==> src/rtl/reversi_accel_div_26ns_16ns_pkg.sv <==
// Shared types and widths for the reversi accelerator divider.
// Imported by the divider top and its iteration step.
package reversi_accel_div_pkg;

    localparam int DIV_DIVIDEND_W = 26;
    localparam int DIV_DIVISOR_W  = 16;
    localparam int DIV_CNT_W      = $clog2(DIV_DIVIDEND_W + 1);

    typedef enum logic [1:0] {
        IDLE,
        CALC,
        DONE
    } div_state_t;

endpackage

==> src/rtl/reversi_accel_div_26ns_16ns_if.sv <==
// Start/done bus between the HLS controller and the divider.
// The controller is the master; the divider is the slave.
interface reversi_accel_div_26ns_16ns_if #(
    parameter int DIVIDEND_W = 26,
    parameter int DIVISOR_W  = 16
);

    logic                  ce;
    logic                  start;
    logic [DIVIDEND_W-1:0] dividend;
    logic [DIVISOR_W-1:0]  divisor;
    logic                  busy;
    logic                  done;
    logic [DIVIDEND_W-1:0] quot;
    logic [DIVISOR_W-1:0]  rem;
    logic                  div_zero;

    modport master (
        output ce, start, dividend, divisor,
        input  busy, done, quot, rem, div_zero
    );

    modport slave (
        input  ce, start, dividend, divisor,
        output busy, done, quot, rem, div_zero
    );

endinterface

==> src/rtl/reversi_accel_div_26ns_16ns_step.sv <==
// One restoring-division iteration: shift in a dividend bit,
// trial-subtract the divisor, keep the result if non-negative.
module reversi_accel_div_step
    import reversi_accel_div_pkg::*;
#(
    parameter int DIVISOR_W = DIV_DIVISOR_W
) (
    input  logic [DIVISOR_W:0]   partial,
    input  logic                 msb,
    input  logic [DIVISOR_W-1:0] divisor,
    output logic [DIVISOR_W:0]   next_partial,
    output logic                 qbit
);

    logic [DIVISOR_W+1:0] shifted;
    logic [DIVISOR_W:0]   trial;

    // Shift, trial-subtract and restore on a negative result
    always_comb begin
        shifted      = {partial, msb};
        trial        = shifted[DIVISOR_W:0] - {1'b0, divisor};
        qbit         = (shifted >= {2'b00, divisor});
        next_partial = qbit ? trial : shifted[DIVISOR_W:0];
    end

endmodule

==> src/rtl/reversi_accel_div_26ns_16ns.sv <==
// Fixed-latency (27 enabled cycles) restoring divider that
// inverts the accelerator's 16x16 multiplier.
module reversi_accel_div_26ns_16ns
    import reversi_accel_div_pkg::*;
#(
    parameter int DIVIDEND_W = DIV_DIVIDEND_W,
    parameter int DIVISOR_W  = DIV_DIVISOR_W
) (
    input logic clk,
    input logic reset,
    reversi_accel_div_26ns_16ns_if.slave bus
);

    localparam int CNT_W = $clog2(DIVIDEND_W + 1);

    div_state_t            state_q, state_d;
    logic [CNT_W-1:0]      cnt_q, cnt_d;
    logic [DIVISOR_W:0]    part_q, part_d;
    logic [DIVIDEND_W-1:0] dq_q, dq_d;
    logic [DIVISOR_W-1:0]  dsr_q, dsr_d;
    logic [DIVISOR_W-1:0]  dvd_lo_q, dvd_lo_d;
    logic [DIVIDEND_W-1:0] quot_q, quot_d;
    logic [DIVISOR_W-1:0]  rem_q, rem_d;
    logic                  dz_q, dz_d;
    logic                  busy_q, busy_d;
    logic                  done_q, done_d;

    logic [DIVISOR_W:0]    step_part;
    logic                  step_qbit;

    reversi_accel_div_step #(
        .DIVISOR_W(DIVISOR_W)
    ) u_step (
        .partial     (part_q),
        .msb         (dq_q[DIVIDEND_W-1]),
        .divisor     (dsr_q),
        .next_partial(step_part),
        .qbit        (step_qbit)
    );

    // Next-state logic; everything holds while ce is low
    always_comb begin
        state_d  = state_q;
        cnt_d    = cnt_q;
        part_d   = part_q;
        dq_d     = dq_q;
        dsr_d    = dsr_q;
        dvd_lo_d = dvd_lo_q;
        quot_d   = quot_q;
        rem_d    = rem_q;
        dz_d     = dz_q;
        busy_d   = busy_q;
        done_d   = done_q;
        if (bus.ce) begin
            unique case (state_q)
                IDLE, DONE: begin
                    if (bus.start) begin
                        state_d  = CALC;
                        cnt_d    = CNT_W'(DIVIDEND_W);
                        part_d   = '0;
                        dq_d     = bus.dividend;
                        dsr_d    = bus.divisor;
                        dvd_lo_d = bus.dividend[DIVISOR_W-1:0];
                        dz_d     = (bus.divisor == '0);
                    end else begin
                        state_d = IDLE;
                    end
                end
                CALC: begin
                    part_d = step_part;
                    dq_d   = {dq_q[DIVIDEND_W-2:0], step_qbit};
                    cnt_d  = cnt_q - CNT_W'(1);
                    if (cnt_q == CNT_W'(1)) begin
                        state_d = DONE;
                        quot_d  = dz_q ? '1 :
                                  {dq_q[DIVIDEND_W-2:0], step_qbit};
                        rem_d   = dz_q ? dvd_lo_q :
                                  step_part[DIVISOR_W-1:0];
                    end
                end
                default: state_d = IDLE;
            endcase
            busy_d = (state_d == CALC);
            done_d = (state_d == DONE);
        end
    end

    // State and registered outputs, cleared asynchronously
    always_ff @(posedge clk or posedge reset) begin
        if (reset) begin
            state_q  <= IDLE;
            cnt_q    <= '0;
            part_q   <= '0;
            dq_q     <= '0;
            dsr_q    <= '0;
            dvd_lo_q <= '0;
            quot_q   <= '0;
            rem_q    <= '0;
            dz_q     <= 1'b0;
            busy_q   <= 1'b0;
            done_q   <= 1'b0;
        end else begin
            state_q  <= state_d;
            cnt_q    <= cnt_d;
            part_q   <= part_d;
            dq_q     <= dq_d;
            dsr_q    <= dsr_d;
            dvd_lo_q <= dvd_lo_d;
            quot_q   <= quot_d;
            rem_q    <= rem_d;
            dz_q     <= dz_d;
            busy_q   <= busy_d;
            done_q   <= done_d;
        end
    end

    assign bus.busy     = busy_q;
    assign bus.done     = done_q;
    assign bus.quot     = quot_q;
    assign bus.rem      = rem_q;
    assign bus.div_zero = dz_q;

endmodule

==> src/flat_wrapper.sv <==
// flat-port wrapper written by rule: the top's interface ports become plain ports
module reversi_accel_div_26ns_16ns_flat import reversi_accel_div_pkg::*;
#(
    parameter int DIVIDEND_W = DIV_DIVIDEND_W,
    parameter int DIVISOR_W  = DIV_DIVISOR_W
)
  (clk, reset, bus_ce, bus_start, bus_dividend, bus_divisor, bus_busy, bus_done, bus_quot, bus_rem, bus_div_zero);
  reversi_accel_div_26ns_16ns_if #(.DIVIDEND_W(DIVIDEND_W), .DIVISOR_W(DIVISOR_W)) bus_i ();
  input logic clk;
  input logic reset;
  input wire logic [$bits(bus_i.ce)-1:0] bus_ce;
  input wire logic [$bits(bus_i.start)-1:0] bus_start;
  input wire logic [$bits(bus_i.dividend)-1:0] bus_dividend;
  input wire logic [$bits(bus_i.divisor)-1:0] bus_divisor;
  output wire logic [$bits(bus_i.busy)-1:0] bus_busy;
  output wire logic [$bits(bus_i.done)-1:0] bus_done;
  output wire logic [$bits(bus_i.quot)-1:0] bus_quot;
  output wire logic [$bits(bus_i.rem)-1:0] bus_rem;
  output wire logic [$bits(bus_i.div_zero)-1:0] bus_div_zero;
  assign bus_i.ce = bus_ce;
  assign bus_i.start = bus_start;
  assign bus_i.dividend = bus_dividend;
  assign bus_i.divisor = bus_divisor;
  assign bus_busy = bus_i.busy;
  assign bus_done = bus_i.done;
  assign bus_quot = bus_i.quot;
  assign bus_rem = bus_i.rem;
  assign bus_div_zero = bus_i.div_zero;
  reversi_accel_div_26ns_16ns #(.DIVIDEND_W(DIVIDEND_W), .DIVISOR_W(DIVISOR_W)) u_core (.clk(clk), .reset(reset), .bus(bus_i));
endmodule
==> config.mk <==
export PLATFORM = sky130hd
export DESIGN_NAME = reversi_accel_div_26ns_16ns_flat
export DESIGN_NICKNAME = d
export VERILOG_FILES = /design/src/rtl/reversi_accel_div_26ns_16ns_pkg.sv /design/src/rtl/reversi_accel_div_26ns_16ns_if.sv /design/src/rtl/reversi_accel_div_26ns_16ns_step.sv /design/src/rtl/reversi_accel_div_26ns_16ns.sv /design/src/flat_wrapper.sv
export SDC_FILE = /design/constraint.sdc
export NUM_CORES = 1
export LEC_CHECK = 0
export CAP_MARGIN = 20
export CORE_ASPECT_RATIO = 1.5
export CORE_MARGIN = 2
export CORE_UTILIZATION = 43
export CTS_BUF_LIST = sky130_fd_sc_hd__clkbuf_4 sky130_fd_sc_hd__clkbuf_8 sky130_fd_sc_hd__clkbuf_16
export DETAILED_ROUTE_END_ITERATION = 6
export GPL_TIMING_DRIVEN = 0
export PLACE_DENSITY = 0.77
export SETUP_SLACK_MARGIN = 0.15
export SLEW_MARGIN = 20
export SYNTH_ARGS = -nofsm -noshare
export SYNTH_HDL_FRONTEND = slang
export SYNTH_HIERARCHICAL = 1
export SYNTH_SLANG_ARGS = --single-unit
==> constraint.sdc <==
create_clock -name clk -period 4.77 [get_ports clk]
set_input_delay 0.954 -clock clk [delete_from_list [all_inputs] [get_ports clk]]
set_output_delay 0.954 -clock clk [all_outputs]
set_load 0.05 [all_outputs]
==> results of run 1 <==
## sequential cells by signal, summed over array words and instances, names as in the netlist
signal	count
u_core/bus.quot	26
u_core/dq_q	26
u_core/part_q	17
u_core/bus.rem	16
u_core/dsr_q	16
u_core/dvd_lo_q	16
u_core/cnt_q	5
u_core/state_q	2
u_core/bus.busy	1
u_core/bus.div_zero	1
u_core/bus.done	1
## layer usage
| layer | vias up | share of wire (%) | GRT usage (%) |
|---|---|---|---|
| met5 | - | 0 | 0 |
| met4 | 0 | 4.6 | 12.2 |
| met3 | 48 | 3.4 | 3.96 |
| met2 | 165 | 53 | 38.8 |
| met1 | 2669 | 39 | 25.1 |
| li1 | 2543 | - | - |
## Yosys cell counts (all sizes together), types with 2 or more instances
library cell and number:
dfrtp 127, nand2 110, mux2 61, a21oi 60, nor2 49, a31oi 43, buf 28, inv 27
clkbuf 18, ha 18, a22o 17, mux2i 17, o21ai 16, xor2 8, a211oi 6, nor3 5
xnor2 5, a21o 4, nand4 4, nor4 4, and3 3, nand2b 3, nand3 3, nor2b 3
o211ai 3, and3b 2, o21a 2
## area by class of cell
cell class | count | area, um2 | area share (%)
sequential | 127 | 3180 | 37.6
multi-input combinational | 460 | 3130 | 37.0
timing repair buffer | 91 | 928 | 11.0
clock buffer | 18 | 439 | 5.20
tap | 199 | 249 | 2.95
buffer | 46 | 248 | 2.93
clock inverter | 14 | 169 | 2.00
inverter | 27 | 109 | 1.29
## logic make-up after synthesis
group	count (synthesis)	synth area share [%]
DFF	127	47.8
adders and majority gates	19	3.69
AOI/OAI and AO/OA	161	15.3
xor gates and xnor gates	13	1.71
and+or+nand+nor	189	12.3
buffers and inverters	73	5.25
muxes	78	14.0
## per-stage QoR
step	setup TNS [ns]	setup slack (ns)	total power, mW	area, um2	util [%]
after floorplan	0	0.432	4.74	6650	-
after global placement	-177.49	-1.41	5.70	7800	51.5
after detailed placement	0	1.72	5.78	7840	51.8
after CTS	0	1.69	7.16	8450	55.8
after global routing	0	1.56	7.62	8450	55.8
final	0	1.65	7.17	8450	55.8
## where the power goes
group / switching, mW / internal (mW) / leakage (nW) / total (mW)
clock: 0.528 / 0.801 / 0.296 / 1.33
sequential: 0.354 / 1.55 / 1.60 / 1.90
combinational: 2.22 / 1.72 / 1.96 / 3.94
total: 3.11 / 4.06 / 3.86 / 7.17
## worst max-delay path, cell delays in order, from the launching register on
cell                       delay (ns)
sky130_fd_sc_hd__dfrtp_1         0.42
sky130_fd_sc_hd__inv_1           0.10
sky130_fd_sc_hd__ha_1            0.16
sky130_fd_sc_hd__inv_1           0.05
sky130_fd_sc_hd__fa_1            0.41
sky130_fd_sc_hd__a21o_1          0.23
sky130_fd_sc_hd__a221o_1         0.40
sky130_fd_sc_hd__o211ai_2        0.22
sky130_fd_sc_hd__nand3_4         0.15
sky130_fd_sc_hd__buf_2           0.25
sky130_fd_sc_hd__o22ai_1         0.30
sky130_fd_sc_hd__mux2i_1         0.16
sky130_fd_sc_hd__a31oi_1         0.18
## how the worst max path moves through the flow
stage | start | to
2_1_floorplan | reset | u_core/bus.busy$_DFFE_PP0P_
3_3_place_gp | reset | u_core/bus.done$_DFFE_PP0P_
3_5_place_dp | u_core/dq_q[25]$_DFFE_PP0P_ | u_core/bus.rem[15]$_DFFE_PP0P_
4_1_cts | u_core/dq_q[25]$_DFFE_PP0P_ | u_core/bus.rem[15]$_DFFE_PP0P_
5_1_grt | u_core/dq_q[25]$_DFFE_PP0P_ | u_core/bus.rem[15]$_DFFE_PP0P_
6_report | u_core/dq_q[25]$_DFFE_PP0P_ | u_core/bus.rem[15]$_DFFE_PP0P_
==> metrics.log, run 1 <==
[metrics] Final Non-Filler Cells: 982
[metrics] worst setup path category: flop to flop
[metrics] reg2reg end: u_core/bus.rem[15]$_DFFE_PP0P_
[metrics] vias in the first global route: 5,545
[metrics] number of instances in the placed design: 950
[metrics] final weighted congestion in routability-driven placement: 0.857
[metrics] clock buffers created by TritonCTS: 17
[metrics] clock buffer depth: 2
[metrics] drc violations: 0
[metrics] top_reg_cell synth: sky130_fd_sc_hd__dfrtp_1
[metrics] portion of synthesized cell area occupied by the leading cell type: 47.8%
[metrics] pin count of the biggest net entering global routing: 85
[metrics] Tmin final: 3.12 ns
[metrics] count of warnings emitted by yosys: 6
[metrics] leading cell type in the layout, fill and taps excluded: sky130_fd_sc_hd__dfrtp_1
[metrics] number of input and output port buffers inserted: 90
[metrics] Die X: 106 um
[metrics] element type at the critical path start: flop
[metrics] async set or reset register ratio after synthesis: 100%
[metrics] number of core rows: 55
[metrics] Slew headroom: 59.6%
[metrics] Wirelength per Cell: 17.7 um
[metrics] clock transition at the register clock pins on the worst setup and hold paths after CTS: 0.06 ns
[metrics] post-synthesis instance total: 660
[metrics] # diodes: 0
[metrics] hold-critical path depth: 2
[metrics] Post-Synthesis Net Count: 725
[metrics] run status: finished, final reports clean
[metrics] combined area of all synthesized cells: 6650 um2
[metrics] Boundary Pins: 91
[metrics] overall global routing resource usage: 22.0%
[metrics] Post-synth EDFFs: 0
[metrics] number of pins exceeding their max-slew limit in the final report: 0
[metrics] worst hold path endpoint: u_core/dsr_q[14]$_DFFE_PP0P_
[metrics] WL final: 17.4 mm
[metrics] effective utilization at floorplan: 44.0%
[metrics] largest cells by area after synthesis: sky130_fd_sc_hd__dfrtp_1 (48%), sky130_fd_sc_hd__nand2_1 (6.2%), sky130_fd_sc_hd__mux2_2 (5.6%), sky130_fd_sc_hd__a21oi_1 (4.5%), sky130_fd_sc_hd__mux2_4 (4.5%)
[metrics] data required time of the critical path: 5.12 ns
[metrics] area growth from synthesis to layout: 26.9%
[metrics] sinks on the clock net: 127
[metrics] RSZ-0062 raised after global routing: false
[metrics] post-CTS setup buffer count: 0
[metrics] wire length of the first global-routing pass: 28.2 mm
[metrics] fill cell total of the finished layout: 1,308
[metrics] Mapped Avg Cell Area: 10.1 um2
[metrics] transition time at the pin with the least slew margin: 0.606 ns
[metrics] flop-to-flop setup slack: 1.65 ns
[metrics] Via Count: 5,425
[metrics] number of nets in the final layout: 835
[metrics] number of distinct library cells after synthesis: 52
[metrics] # resized after CTS: 0
[metrics] Worst R2R Start: u_core/dq_q[25]$_DFFE_PP0P_
[metrics] FF-to-FF path depth: 12
[metrics] number of synthesized register bits: 127
[metrics] HPWL after detailed placement: 12.8 mm
[metrics] biggest fanout along the worst timing path: 11
[metrics] sequential share of the synthesized area: 47.8%
[metrics] Hold Vio Cnt, Final: 0
[metrics] number of DRC violations after detailed-routing iteration 0: 320
[metrics] Hold-fix buffers, CTS: 0
[metrics] maximum clock frequency: 321 MHz
[metrics] top library cells by usage in the layout, fill and taps aside: sky130_fd_sc_hd__dfrtp_1 (127), sky130_fd_sc_hd__nand2_1 (110), sky130_fd_sc_hd__clkdlybuf4s50_1 (90)
[metrics] power density over the cells: 849 nW/um2
[metrics] level count of the clock H-tree: 4
[metrics] final clock period utilization by the worst path: 65.4%
[metrics] path category of the worst min-delay check: flop to flop
[metrics] start point of the worst hold path: u_core/dsr_q[14]$_DFFE_PP0P_
[metrics] final setup skew: 0.00890 ns
[metrics] first-pass detailed-route iteration total: 5
[metrics] Hold Slack: 0.476 ns
[metrics] antenna violations before repair: 0
[metrics] remaining global-route overflow: 0
[metrics] final setup violation count: 0
[metrics] TritonCTS clock tree: built
[metrics] post-synth top area cell: sky130_fd_sc_hd__dfrtp_1
[metrics] area of the die: 16,500 um2
[metrics] ratio of cells with drive above 1 in the final layout: 15.3%
[metrics] via-per-instance ratio: 5.52
[metrics] leakage dissipation: 3.86 nW
[metrics] crit path DAT: 3.46 ns
[metrics] source-to-sink clock delay at the later pin of the worst-skew pair: 0.42 ns
[metrics] count of antenna-violating nets left after detailed routing: 0
[metrics] count of maximum capacitance violations: 0
[metrics] cell at the root of the clock tree: sky130_fd_sc_hd__clkbuf_16
[metrics] Worst setup EP type: flop
[metrics] core footprint: 15,100 um2
[metrics] vertical extent of the die: 156 um
[metrics] worst vdd ir: 0.345 mV
(Power assumes the default switching activity.)
==> run 2: changes to the inputs <==
- PLACE_DENSITY: 0.77 -> 0.8
- clock period: 4.77 -> 2.73 ns (I/O delays scaled with it)
==> metrics.log, run 2 (synthesized netlist as in run 1, its figures left out) <==
[metrics] run status: finished with violations
[metrics] violated checks: setup timing
[metrics] Worst R2R Start: u_core/dq_q[25]$_DFFE_PP0P_
[metrics] transition time at the pin with the least slew margin: 0.622 ns (+0.0153 ns)
[metrics] reg2reg end: u_core/bus.rem[3]$_DFFE_PP0P_
[metrics] vias in the first global route: 5,826 (+5.1%)
[metrics] DP Worst Slack: -0.313 ns (-2.03 ns)
[metrics] Worst setup EP type: flop
[metrics] number of input and output port buffers inserted: 90 (unchanged)
[metrics] level count of the clock H-tree: 4 (unchanged)
[metrics] hold-critical path depth: 2 (unchanged)
[metrics] Int Pwr: 7.96 mW (+96%)
[metrics] FF-to-FF path depth: 13 (+1)
[metrics] number of core rows: 55 (unchanged)
[metrics] Hold Vio Cnt, Final: 0 (unchanged)
[metrics] worst setup path category: flop to flop
[metrics] Slew headroom: 58.6% (-1.0 points)
[metrics] sinks on the clock net: 127 (unchanged)
[metrics] power density over the cells: 1580 nW/um2 (+86%)
[metrics] final setup skew: 0.00751 ns (-0.00139 ns)
[metrics] core footprint: 15,100 um2 (unchanged)
[metrics] worst hold path endpoint: u_core/dsr_q[1]$_DFFE_PP0P_
[metrics] combinational group share of total power: 58.3% (+3.3 points)
[metrics] ratio of cells with drive above 1 in the final layout: 19.4% (+4.0 points)
[metrics] number of nets in the final layout: 854 (+2.3%)
[metrics] count of maximum capacitance violations: 0 (unchanged)
[metrics] vertical extent of the die: 156 um (unchanged)
[metrics] drc violations: 0 (unchanged)
[metrics] effective utilization at floorplan: 44.0% (unchanged)
[metrics] smallest setup slack after layout: -0.228 ns (-1.88 ns)
[metrics] overall global routing resource usage: 23.4% (+1.4 points)
[metrics] area of the die: 16,500 um2 (unchanged)
[metrics] clock power share: 17.5% (-1.0 points)
[metrics] flop-to-flop setup slack: -0.23 ns (-1.88 ns)
[metrics] placed standard-cell area: 7900 um2 (+0.83%)
[metrics] WL final: 19.1 mm (+10%)
[metrics] area growth from synthesis to layout: 31.8%
[metrics] Wirelength per Cell: 19.1 um (+8.1%)
[metrics] remaining global-route overflow: 0 (unchanged)
[metrics] final clock period utilization by the worst path: 108% (+43 points)
[metrics] number of DRC violations after detailed-routing iteration 0: 441 (+38%)
[metrics] Via Count: 5,720 (+5.4%)
[metrics] biggest fanout along the worst timing path: 7 (-4)
[metrics] wire length of the first global-routing pass: 29.9 mm (+6.1%)
[metrics] leading cell type in the layout, fill and taps excluded: sky130_fd_sc_hd__dfrtp_1
[metrics] Tmin final: 2.96 ns (-0.160 ns)
[metrics] net switching power: 5.88 mW (+89%)
[metrics] count of antenna-violating nets left after detailed routing: 0 (unchanged)
[metrics] element type at the critical path start: flop
[metrics] cell at the root of the clock tree: sky130_fd_sc_hd__clkbuf_16
[metrics] data required time of the critical path: 3.01 ns (-2.11 ns)
[metrics] start point of the worst hold path: u_core/dsr_q[1]$_DFFE_PP0P_
[metrics] top library cells by usage in the layout, fill and taps aside: sky130_fd_sc_hd__dfrtp_1 (127), sky130_fd_sc_hd__nand2_1 (110), sky130_fd_sc_hd__clkdlybuf4s50_1 (90)
[metrics] HPWL after detailed placement: 13.3 mm (+4.1%)
[metrics] maximum clock frequency: 338 MHz (+5.4%)
[metrics] pin count of the biggest net entering global routing: 32 (-62%)
[metrics] setup tns final: -3.64 ns (-3.64 ns)
[metrics] crit path DAT: 3.24 ns (-0.22 ns)
[metrics] first-pass detailed-route iteration total: 6 (+1)
[metrics] sequential share of power: 24.3% (-2.2 points)
[metrics] clock buffers created by TritonCTS: 17 (unchanged)
[metrics] clock transition at the register clock pins on the worst setup and hold paths after CTS: 0.06 ns (about the same)
[metrics] Boundary Pins: 91 (unchanged)
[metrics] RSZ-0062 raised after global routing: true
[metrics] via-per-instance ratio: 5.72 (+3.5%)
[metrics] Die X: 106 um (unchanged)
[metrics] final weighted congestion in routability-driven placement: 0.912 (+6.3%)
[metrics] # diodes: 0 (unchanged)
[metrics] number of pins exceeding their max-slew limit in the final report: 0 (unchanged)
[metrics] clock buffer depth: 2 (unchanged)
[metrics] source-to-sink clock delay at the later pin of the worst-skew pair: 0.42 ns (about the same)
[metrics] Hold Slack: 0.478 ns (+0.00148 ns)
[metrics] worst vdd ir: 0.718 mV (+110%)
[metrics] Non-Filler Cell Area, Final: 8770 um2 (+3.8%)
[metrics] antenna violations before repair: 0 (unchanged)
[metrics] leakage dissipation: 4.01 nW (+3.7%)
[metrics] final setup violation count: 34 (+34)
[metrics] path category of the worst min-delay check: flop to flop
[metrics] TritonCTS clock tree: built
[metrics] switching part of the total power: 42.5% (-0.84 points)
-- run 2: cell count changes in the layout (fill, tap and decap cells not counted), sizes merged --
cell / delta
clkinv: -1
clkinvlp: +3
bufinv: +2
clkbuf: +4
buf: +18
inv: -8
-- run 2: how the worst max path moves through the flow --
stage / startpoint / to / slack [ns] / depth (start not counted)
2_1_floorplan: u_core/dq_q[25]$_DFFE_PP0P_ / u_core/bus.rem[12]$_DFFE_PP0P_ / 0.08 / 12
3_3_place_gp: reset / u_core/dsr_q[13]$_DFFE_PP0P_ / -0.52 / 2
3_5_place_dp: u_core/dq_q[25]$_DFFE_PP0P_ / u_core/bus.rem[15]$_DFFE_PP0P_ / -0.31 / 12
4_1_cts: u_core/dq_q[25]$_DFFE_PP0P_ / u_core/bus.rem[14]$_DFFE_PP0P_ / -0.10 / 12
5_1_grt: u_core/dq_q[25]$_DFFE_PP0P_ / u_core/bus.rem[3]$_DFFE_PP0P_ / -0.30 / 13
6_report: u_core/dq_q[25]$_DFFE_PP0P_ / u_core/bus.rem[3]$_DFFE_PP0P_ / -0.23 / 13
-- run 2: final cells by class --
cell class | instances | area (um2)
clock inverters | 10 | 161
inverters | 27 | 105
well taps | 199 | 249
multi-input cells | 460 | 3200
fillers | 1217 | 6370
repair buffers | 110 | 1140
flip-flops and latches | 127 | 3180
clock buffers | 21 | 468
plain buffers | 46 | 268
-- run 2: power groups by stage --
stage | combinational [mW] | sequential, mW | clock, mW
after detailed placement | 6.82 | 3.34 | 0
after CTS | 7.46 | 3.33 | 2.44
after global placement | 6.68 | 3.31 | 0
final | 8.06 | 3.36 | 2.41
after floorplan | 4.44 | 3.88 | 0
after global routing | 8.55 | 3.44 | 2.53
-- run 2: per-layer routing --
metal,vias to the layer above,routed length [um],share of wire [%],global-route usage (%)
li1,2587,-,-,-
met1,2791,7130,37,25.5
met2,261,10100,53,42.1
met3,81,866,4.5,4.12
met4,0,1040,5.4,14.0
met5,-,0,0,0
-- run 2: stage by stage --
| stage | power (mW) | util, % | instances |
|---|---|---|---|
| after floorplan | 8.32 | - | 660 |
| after global placement | 9.99 | 51.6 | 949 |
| after detailed placement | 10.2 | 52.2 | 953 |
| after CTS | 13.2 | 57.3 | 994 |
| after global routing | 14.5 | 57.9 | 1000 |
| final | 13.8 | 57.9 | 1000 |
-- run 2: worst max-delay path, cell delays in order, from the launching register on --
cell	delay [ns]
sky130_fd_sc_hd__dfrtp_1	0.42
sky130_fd_sc_hd__inv_1	0.08
sky130_fd_sc_hd__ha_1	0.15
sky130_fd_sc_hd__inv_1	0.05
sky130_fd_sc_hd__fa_2	0.34
sky130_fd_sc_hd__a21o_1	0.19
sky130_fd_sc_hd__a221o_1	0.36
sky130_fd_sc_hd__o211ai_2	0.21
sky130_fd_sc_hd__nand3_4	0.17
sky130_fd_sc_hd__buf_4	0.19
sky130_fd_sc_hd__buf_6	0.10
sky130_fd_sc_hd__mux2_2	0.30
sky130_fd_sc_hd__mux2i_1	0.17
sky130_fd_sc_hd__a31oi_1	0.10
-- run 2: repair_timing --
item / in CTS / in global routing
endpoints found under the setup margin: 35 / 35
pin swaps: 5 / 3
hold buffers: 0 / 0
setup buffers: 10 / 5
resized for setup: 20 / 8
cloned: 0 / 1
==> run 3: changes to the inputs <==
- PLACE_DENSITY: 0.8 -> 0.77
- clock period: 2.73 -> 3.05 ns (I/O delays scaled with it)
==> metrics.log, run 3 (synthesized netlist as in run 1, its figures left out) <==
[metrics] core footprint: 15,100 um2 (unchanged)
[metrics] number of instances in the placed design: 952 (-0.10%)
[metrics] Crit-path slowest cell: sky130_fd_sc_hd__dfrtp_1
[metrics] final setup skew: 0.00553 ns (-0.00199 ns)
[metrics] placed standard-cell area: 7870 um2 (-0.46%)
[metrics] source of the critical timing path: u_core/dq_q[25]$_DFFE_PP0P_
[metrics] pin count of the biggest net entering global routing: 35 (+9.4%)
[metrics] HPWL after detailed placement: 12.9 mm (-2.8%)
[metrics] Via Count: 5,550 (-3.0%)
[metrics] worst hold path endpoint: u_core/dsr_q[7]$_DFFE_PP0P_
[metrics] worst vdd ir: 0.685 mV (-4.6%)
[metrics] WL final: 18.1 mm (-5.1%)
[metrics] number of pins exceeding their max-slew limit in the final report: 0 (unchanged)
[metrics] final core utilization: 57.7% (-0.17 points)
[metrics] area of the die: 16,500 um2 (unchanged)
[metrics] power density over the cells: 1410 nW/um2 (-11%)
[metrics] first-pass detailed-route iteration total: 5 (-1)
[metrics] clock buffers created by TritonCTS: 17 (unchanged)
[metrics] Worst path most repeated cell: sky130_fd_sc_hd__inv_2
[metrics] via-per-instance ratio: 5.58 (-2.5%)
[metrics] total design power: 12.3 mW (-11%)
[metrics] Hold-fix buffers, CTS: 0 (unchanged)
[metrics] drc violations: 0 (unchanged)
[metrics] setup tns final: 0 ns (+3.64 ns)
[metrics] element type at the critical path start: flop
[metrics] clock buffer depth: 2 (unchanged)
[metrics] Die X: 106 um (unchanged)
[metrics] DP Worst Slack: 0.0126 ns (+0.325 ns)
[metrics] number of input and output port buffers inserted: 90 (unchanged)
[metrics] number of nets in the final layout: 848 (-0.70%)
[metrics] cells along the critical path: inv_2, ha_4, inv_2, fa_2, a21o_1, a221o_1, o211ai_4, nand3_4, buf_6, mux2_2, mux2i_1, a31oi_1
[metrics] clock transition at the register clock pins on the worst setup and hold paths after CTS: 0.06 ns (about the same)
[metrics] vias in the first global route: 5,600 (-3.9%)
[metrics] wire length of the first global-routing pass: 28.7 mm (-4.1%)
[metrics] Hold Vio Cnt, Final: 0 (unchanged)
[metrics] count of maximum capacitance violations: 0 (unchanged)
[metrics] leakage dissipation: 3.98 nW (-0.73%)
[metrics] biggest fanout along the worst timing path: 5 (-2)
[metrics] source-to-sink clock delay at the later pin of the worst-skew pair: 0.42 ns (about the same)
[metrics] Wirelength per Cell: 18.2 um (-4.6%)
[metrics] transition time at the pin with the least slew margin: 0.692 ns (+0.0702 ns)
[metrics] Hold Slack: 0.476 ns (-0.00156 ns)
[metrics] Final Non-Filler Cells: 995 (-0.50%)
[metrics] ratio of cells with drive above 1 in the final layout: 19.8% (+0.50 points)
[metrics] worst setup path category: flop to flop
[metrics] final setup violation count: 0 (-100%)
[metrics] hold-critical path depth: 2 (unchanged)
[metrics] Worst setup EP type: flop
[metrics] level count of the clock H-tree: 4 (unchanged)
[metrics] # diodes: 0 (unchanged)
[metrics] FF-to-FF path depth: 12 (-1)
[metrics] run status: finished, final reports clean
[metrics] number of DRC violations after detailed-routing iteration 0: 350 (-21%)
[metrics] largest stage delay on the critical path: 0.42 ns (about the same)
[metrics] top library cells by usage in the layout, fill and taps aside: sky130_fd_sc_hd__dfrtp_1 (127), sky130_fd_sc_hd__nand2_1 (110), sky130_fd_sc_hd__clkdlybuf4s50_1 (90)
[metrics] remaining global-route overflow: 0 (unchanged)
[metrics] reg2reg end: u_core/bus.rem[4]$_DFFE_PP0P_
[metrics] path category of the worst min-delay check: flop to flop
[metrics] start point of the worst hold path: u_core/dsr_q[7]$_DFFE_PP0P_
[metrics] maximum clock frequency: 337 MHz (-0.36%)
[metrics] sinks on the clock net: 127 (unchanged)
[metrics] area growth from synthesis to layout: 31.4%
[metrics] leading cell type in the layout, fill and taps excluded: sky130_fd_sc_hd__dfrtp_1
[metrics] flop-to-flop setup slack: 0.08 ns (+0.31 ns)
[metrics] data required time of the critical path: 3.33 ns (+0.32 ns)
[metrics] antenna violations before repair: 0 (unchanged)
[metrics] vertical extent of the die: 156 um (unchanged)
[metrics] Slew headroom: 53.8% (-4.8 points)
[metrics] smallest setup slack after layout: 0.0814 ns (+0.309 ns)
[metrics] effective utilization at floorplan: 44.0% (unchanged)
[metrics] Non-Filler Cell Area, Final: 8740 um2 (-0.30%)
[metrics] overall global routing resource usage: 22.3% (-1.1 points)
[metrics] count of antenna-violating nets left after detailed routing: 0 (unchanged)
[metrics] crit path DAT: 3.25 ns (about the same)
[metrics] final clock period utilization by the worst path: 97.3% (-11 points)
[metrics] TritonCTS clock tree: built
[metrics] RSZ-0062 raised after global routing: true
[metrics] Boundary Pins: 91 (unchanged)
[metrics] Tmin final: 2.97 ns (+0.0107 ns)
[metrics] final weighted congestion in routability-driven placement: 0.861 (-5.6%)
[metrics] cell at the root of the clock tree: sky130_fd_sc_hd__clkbuf_16
[metrics] number of core rows: 55 (unchanged)
[metrics] Worst R2R Start: u_core/dq_q[25]$_DFFE_PP0P_
-- run 3: cell count changes in the layout (fill, tap and decap cells not counted), sizes merged --
| cell | delta |
|---|---|
| nand3 | +1 |
| bufinv | -2 |
| buf | -7 |
| clkbuf | -4 |
| inv | +9 |
| clkinvlp | -2 |
-- run 3: metal layers --
layer,part of all wire (%),vias up,global-route usage (%)
li1,-,2584,-
met1,37,2705,25.3
met2,53,198,39.8
met3,4.7,63,3.75
met4,4.7,0,12.1
met5,0,-,0
-- run 3: worst max-delay path by stage --
stage	cells past startpoint	endpoint	slack, ns
finish	12	u_core/bus.rem[4]$_DFFE_PP0P_	0.08
global route	12	u_core/bus.rem[14]$_DFFE_PP0P_	-0.002
global placement	2	u_core/dsr_q[12]$_DFFE_PP0P_	-0.29
detailed placement	12	u_core/bus.rem[15]$_DFFE_PP0P_	0.01
floorplan	11	u_core/dq_q[0]$_DFFE_PP0P_	0.35
CTS	12	u_core/bus.rem[1]$_DFFE_PP0P_	0.13
-- run 3: power breakdown --
group	switching, mW	internal (mW)	total [mW]
Combinational	3.92	3.32	7.24
Clock	0.818	1.23	2.05
Sequential	0.581	2.42	3.00
-- run 3: final cells by class --
type                       count  area, um2
timing repair buffer         103       1080
tap                          199        249
clock buffer                  17        425
buffer                        46        268
fill                        1232       6400
sequential                   127       3180
clock inverter                15        173
inverter                      27        105
multi-input combinational    461       3260
-- run 3: critical path: cells and delay by family, from the launching register on --
family | cells | cell delay (ns)
AO/OA/AOI/OAI | 4 | 0.96
adder cells (fa/ha/maj) | 2 | 0.49
buffers and inverters | 3 | 0.30
flip-flops | 1 | 0.42
multiplexers | 2 | 0.50
AND/OR/NAND/NOR | 1 | 0.16
-- run 3: repair_timing --
item | in CTS | in global routing
setup buffers | 6 | 2
cloned | 1 | 2
gates resized for setup | 8 | 34
setup endpoints to repair | 15 | 24
hold endpoints to repair | 0 | 0
pin swaps | 6 | 17
